## config.mk

```make
export PLATFORM = sky130hd
export DESIGN_NAME = spi_prot_trig
export DESIGN_NICKNAME = d
export VERILOG_FILES = /design/src/rtl/spi_prot_trig.sv
export SDC_FILE = /design/constraint.sdc
export NUM_CORES = 1
export LEC_CHECK = 0
export ABC_AREA = 0
export CAP_MARGIN = 10
export CORE_ASPECT_RATIO = 1.75
export CORE_MARGIN = 3
export CORE_UTILIZATION = 45
export CTS_BUF_LIST = sky130_fd_sc_hd__clkbuf_8 sky130_fd_sc_hd__clkbuf_16
export CTS_CLUSTER_DIAMETER = 200
export DETAILED_ROUTE_END_ITERATION = 8
export PLACE_DENSITY = 0.79
export SKIP_CTS_REPAIR_TIMING = 1
export SYNTH_ARGS = -nofsm -noshare
export SYNTH_HDL_FRONTEND = slang
export SYNTH_SLANG_ARGS = --single-unit
```

## constraint.sdc

```tcl
create_clock -name clk -period 2.08 [get_ports clk]
set_input_delay 0.416 -clock clk [delete_from_list [all_inputs] [get_ports clk]]
set_output_delay 0.416 -clock clk [all_outputs]
set_load 0.02 [all_outputs]
```

## src/rtl/spi_prot_trig.sv

```systemverilog
// Passive SPI frame monitor: pulses SPItrig_o when a received MOSI word matches under mask.
// Optional SPI_TRIG_CAPTURE_EN adds rx_word_o and frame_err_o for host readback.
module spi_prot_trig #(
    parameter int SYNC_STAGES = 2
) (
    input  logic        clk,
    input  logic        rst,
    input  logic        en_i,
    input  logic        edg_i,
    input  logic        len8_i,
    input  logic [15:0] match_i,
    input  logic [15:0] mask_i,
    input  logic        SS_n_i,
    input  logic        SCLK_i,
    input  logic        MOSI_i,
    output logic        SPItrig_o
`ifdef SPI_TRIG_CAPTURE_EN
    ,
    output logic [15:0] rx_word_o,
    output logic        frame_err_o
`endif
);

    typedef enum logic [1:0] {
        IDLE,
        RX,
        CHECK
    } state_t;

    // Bus lines packed as {SS_n, SCLK, MOSI}; flops reset high so an idle bus reads high.
    logic [2:0] syncStage_q [SYNC_STAGES];
    logic [2:0] edgeStage_q;

    always_ff @(posedge clk or posedge rst) begin
        if (rst) begin
            for (int i = 0; i < SYNC_STAGES; i++) begin
                syncStage_q[i] <= 3'b111;
            end
            edgeStage_q <= 3'b111;
        end else begin
            syncStage_q[0] <= {SS_n_i, SCLK_i, MOSI_i};
            for (int i = 1; i < SYNC_STAGES; i++) begin
                syncStage_q[i] <= syncStage_q[i-1];
            end
            edgeStage_q <= syncStage_q[SYNC_STAGES-1];
        end
    end

    logic ssS2, ssS3, sclkS2, sclkS3;
    logic ssFall, ssRise, sclkEdge, mosiBit;

    assign ssS2     = syncStage_q[SYNC_STAGES-1][2];
    assign ssS3     = edgeStage_q[2];
    assign sclkS2   = syncStage_q[SYNC_STAGES-1][1];
    assign sclkS3   = edgeStage_q[1];
    assign ssFall   = ~ssS2 & ssS3;
    assign ssRise   = ssS2 & ~ssS3;
    assign sclkEdge = edg_i ? (sclkS2 & ~sclkS3) : (~sclkS2 & sclkS3);
    assign mosiBit  = edgeStage_q[0];

    state_t      state_q, state_d;
    logic [15:0] shft_q, shft_d;
    logic [4:0]  bitCnt_q, bitCnt_d;
    logic        trig_q, trig_d;

    logic [15:0] compareMask;
    logic [15:0] diffBits;
    logic        cntOk;
    logic        hit;

    // A frame hits only with the exact bit count and no cared-about bit differing.
    assign compareMask = len8_i ? 16'h00FF : 16'hFFFF;
    assign diffBits    = (shft_q ^ match_i) & ~mask_i & compareMask;
    assign cntOk       = (bitCnt_q == (len8_i ? 5'd8 : 5'd16));
    assign hit         = cntOk && (diffBits == 16'h0000);

`ifdef SPI_TRIG_CAPTURE_EN
    logic [15:0] rxWord_q, rxWord_d;
    logic        frameErr_q, frameErr_d;
`endif

    always_ff @(posedge clk or posedge rst) begin
        if (rst) begin
            state_q  <= IDLE;
            shft_q   <= 16'h0000;
            bitCnt_q <= 5'd0;
            trig_q   <= 1'b0;
`ifdef SPI_TRIG_CAPTURE_EN
            rxWord_q   <= 16'h0000;
            frameErr_q <= 1'b0;
`endif
        end else begin
            state_q  <= state_d;
            shft_q   <= shft_d;
            bitCnt_q <= bitCnt_d;
            trig_q   <= trig_d;
`ifdef SPI_TRIG_CAPTURE_EN
            rxWord_q   <= rxWord_d;
            frameErr_q <= frameErr_d;
`endif
        end
    end

    // A shift and an SS_n rise in the same cycle both apply; CHECK then sees the updated word.
    always_comb begin
        state_d  = state_q;
        shft_d   = shft_q;
        bitCnt_d = bitCnt_q;
        trig_d   = 1'b0;
`ifdef SPI_TRIG_CAPTURE_EN
        rxWord_d   = rxWord_q;
        frameErr_d = 1'b0;
`endif
        case (state_q)
            IDLE: begin
                shft_d   = 16'h0000;
                bitCnt_d = 5'd0;
                if (ssFall && en_i) begin
                    state_d = RX;
                end
            end
            RX: begin
                if (!en_i) begin
                    state_d = IDLE;
                end else begin
                    if (sclkEdge) begin
                        shft_d = {shft_q[14:0], mosiBit};
                        if (bitCnt_q != 5'd17) begin
                            bitCnt_d = bitCnt_q + 5'd1;
                        end
                    end
                    if (ssRise) begin
                        state_d = CHECK;
                    end
                end
            end
            CHECK: begin
                trig_d  = hit;
                state_d = IDLE;
`ifdef SPI_TRIG_CAPTURE_EN
                rxWord_d   = shft_q;
                frameErr_d = ~cntOk;
`endif
            end
            default: begin
                state_d = IDLE;
            end
        endcase
    end

    assign SPItrig_o = trig_q;
`ifdef SPI_TRIG_CAPTURE_EN
    assign rx_word_o   = rxWord_q;
    assign frame_err_o = frameErr_q;
`endif

endmodule

```

==> flow_summary_export.csv <==
group,metric,value,unit
worst_setup_path,max_stage_delay,0.42,ns
layout,final_cell_mix,"clkdlybuf4s50_1, nand2_1, dfrtp_1",
synthesis,yosysWarnings,0,
floorplanning,rows,27,
synthesis,ys_types,30,
sta,timing.final.crit_share,79.66,%
worst_setup_path,r2r_slack,0.48,ns
cts,clock_sinks,33,
cts,cts_buffers,5,
synthesis,yosys-top-cells-area,"dfrtp_1, dfstp_2, xnor2_1",
detailed_routing,vias,1256,
synthesis,syn_nets,196,
place,port_buffers,40,
global_routing,grt_max_degree,34,
global_routing,grt_remaining_overflow,0,
sta,tns,0,ns
layout,seqCellArea,837.1,sq um
pwr,power,1.238,mW
floorplanning,initial_core_util,47.84,%
cts,clk_transition_reported_paths,0.06,ns
cts,clockRootBuffer,"clkbuf_8",
worst_setup_path,path_cells,"clkdlybuf4s50_1, or3b_4, a211oi_4, nand2_1, mux2i_1",
place,gp_congestion,0.7291,
floorplanning,core-area,3243,sq um
sta,tightest_slew,0.4584,ns
cts,cts.htree.levels,2,
sta,clock.fmax,603.5,MHz
detailed_routing,drc,0,
worst_setup_path,critical_path_arrival,1.82,ns
place,dp_hpwl,2.665,mm
layout,num_antenna_cells,0,
sta,min_period,1.657,ns
cts,cts_tree,"built",
floorplanning,io_pins,41,
worst_setup_path,crit_path_top_delay_cell,"clkdlybuf4s50_1",
floorplanning,dieArea,4216,sq um
synthesis,ys_seq_area_share,53.95,%
sta,rsz0062_at_grt,"false",
worst_setup_path,critical_path_buf_inv_count,1,
synthesis,avgSynthCellArea,10.14,sq um
outcome,status,"completed",
floorplanning,dieWidth,50.39,um
layout,final_core_util,64.43,%
detailed_routing,drtAntennaViolNets,0,
worst_setup_path,critPathLaunchType,"primary input",
synthesis,netlist_area,1551,sq um
layout,drive_above_1_share,10.10,%
sta,drv_slew,0,
worst_setup_path,path_max_fanout,5,
global_routing,grt_pass1_vias,1333,
pwr,leakage,0.8270,nW
worst_setup_path,end_kind,"flop",
worst_setup_path,cp_top_family,"simple AND/OR/NAND/NOR gates",
detailed_routing,routed_wl,3.400,mm
layout,layout.nets,240,
layout,area_growth,34.68,%
layout,layout_commonest_cell,"clkdlybuf4s50_1",
worst_setup_path,path_class,"in2reg",
synthesis,synth_top_area_cell,"dfrtp_1",
detailed_routing,wl_per_cell,14.11,um
global_routing,antenna_found_initial,0,
global_routing,grt_use_total,18.59,%
global_routing,grt_pass1_wl,5.927,mm
sta,max-slew-margin-rel,69.02,%
sta,finalSetupViolations,0,
cts,clock_latency,0.28,ns
sta,hold_viol,0,
run,drv_cap,0,
detailed_routing,drtPass1Iterations,4,
synthesis,syn_inst,153,
detailed_routing,drt-initial-drc-count,10,
detailed_routing,vias_per_cell,5.212,
layout,fillers,277,
hold_path,min_path_type,"reg2reg",
worst_setup_path,critPathRequiredTime,2.24,ns
synthesis,ys_ff_latch,33,
pwr,power_density,592.5,nW/um^2
pwr,vdd_drop_max,0.0004688,V
synthesis,yosysTopAreaCellShare,38.71,%
sta,fin_worst_skew,0.006119,ns
floorplanning,die_h,83.68,um
layout,multi_input_area,679.4,sq um
cts,cts_buffer_depth,2,
[power by group]
part / switching, mW / total, mW / internal, mW
logic: 0.0550 / 0.144 / 0.0892
registers: 0.00709 / 0.667 / 0.660
clock network: 0.204 / 0.427 / 0.222
total: 0.267 / 1.24 / 0.971
[kinds of logic after synthesis]
logic type | after synthesis | synth area share [%]
xor gates and xnor gates | 18 | 10.16
DFF | 33 | 53.95
muxes | 1 | 0.6452
adders and majority gates | 3 | 2.420
AOI/OAI and AO/OA | 33 | 13.63
and+or+nand+nor | 57 | 16.94
buffers and inverters | 8 | 2.257
[path summary, 6_finish.rpt]
kind,from,end,cells after the start
setup / recovery,edg_i,bitCnt_q[2]$_DFFE_PP0P_,5
hold / removal,syncStage_q[5]$_DFF_PP1_,ssS2$_DFF_PP1_,0
setup reg to reg,edgeStage_q[1]$_DFF_PP1_,bitCnt_q[2]$_DFFE_PP0P_,4
hold reg to reg,syncStage_q[5]$_DFF_PP1_,ssS2$_DFF_PP1_,0
max in group asynchronous,rst,edgeStage_q[0]$_DFF_PP1_,3
min in group asynchronous,rst,shft_q[2]$_DFFE_PP0P_,3
[synthesized netlist by cell type]
library cell,number
a211oi_1,2
a211oi_4,1
a21oi_1,2
a21oi_2,1
and3b_1,1
buf_2,3
clkbuf_1,1
clkbuf_2,1
dfrtp_1,24
dfstp_2,9
ha_1,3
inv_1,3
mux2i_1,1
nand2_1,35
nand3_1,2
nand3b_1,2
nand4b_1,1
nor2_1,9
nor3b_1,2
nor4_1,2
nor4bb_1,1
o2111ai_1,1
o211a_1,1
o21ai_0,14
o21ai_1,2
o22ai_1,7
o31ai_1,2
or2_2,1
or3b_4,1
xnor2_1,18
[flip-flops by register name (all words and copies together), names as in the netlist]
name and cells:
shft_q 16, ssS2 1, state_q 2, edgeStage_q 3, SPItrig_o 1, bitCnt_q 5
syncStage_q 4, sclkS2 1
[through the flow]
step	instances	area, sq um	hold slack [ns]	setup slack [ns]
after global placement	233	2009	0.3470	0.1936
after CTS	241	2090	0.3534	0.4358
after floorplan	153	1551	0.3452	0.5757
final	241	2090	0.3479	0.4231
after detailed placement	233	2009	0.3485	0.1338
after global routing	241	2090	0.3573	0.3612
[layout make-up]
type,instances,share of cell area [%]
sequential,33,40.06
multi-input combinational,112,32.52
timing repair buffer,42,20.48
clock buffer,5,3.293
tap,43,2.575
clock inverter,3,0.5389
inverter,3,0.5389
[per-layer routing]
layer  GRT usage, %  vias to the layer above  share of wire, %
li1               -                      606                 -
met5              0                        -                 0
met4          9.069                        0               2.3
met1          19.32                      602                38
met2          32.74                       40                54
met3          5.546                        8               5.5
[worst reg2reg max path, delay by kind of cell, from the launching register on]
family | cells | cell delay (ns)
compound gates | 1 | 0.31
flops | 1 | 0.52
mux | 1 | 0.13
simple gates | 2 | 0.53
No activity file was read; power rests on OpenSTA's default activity.
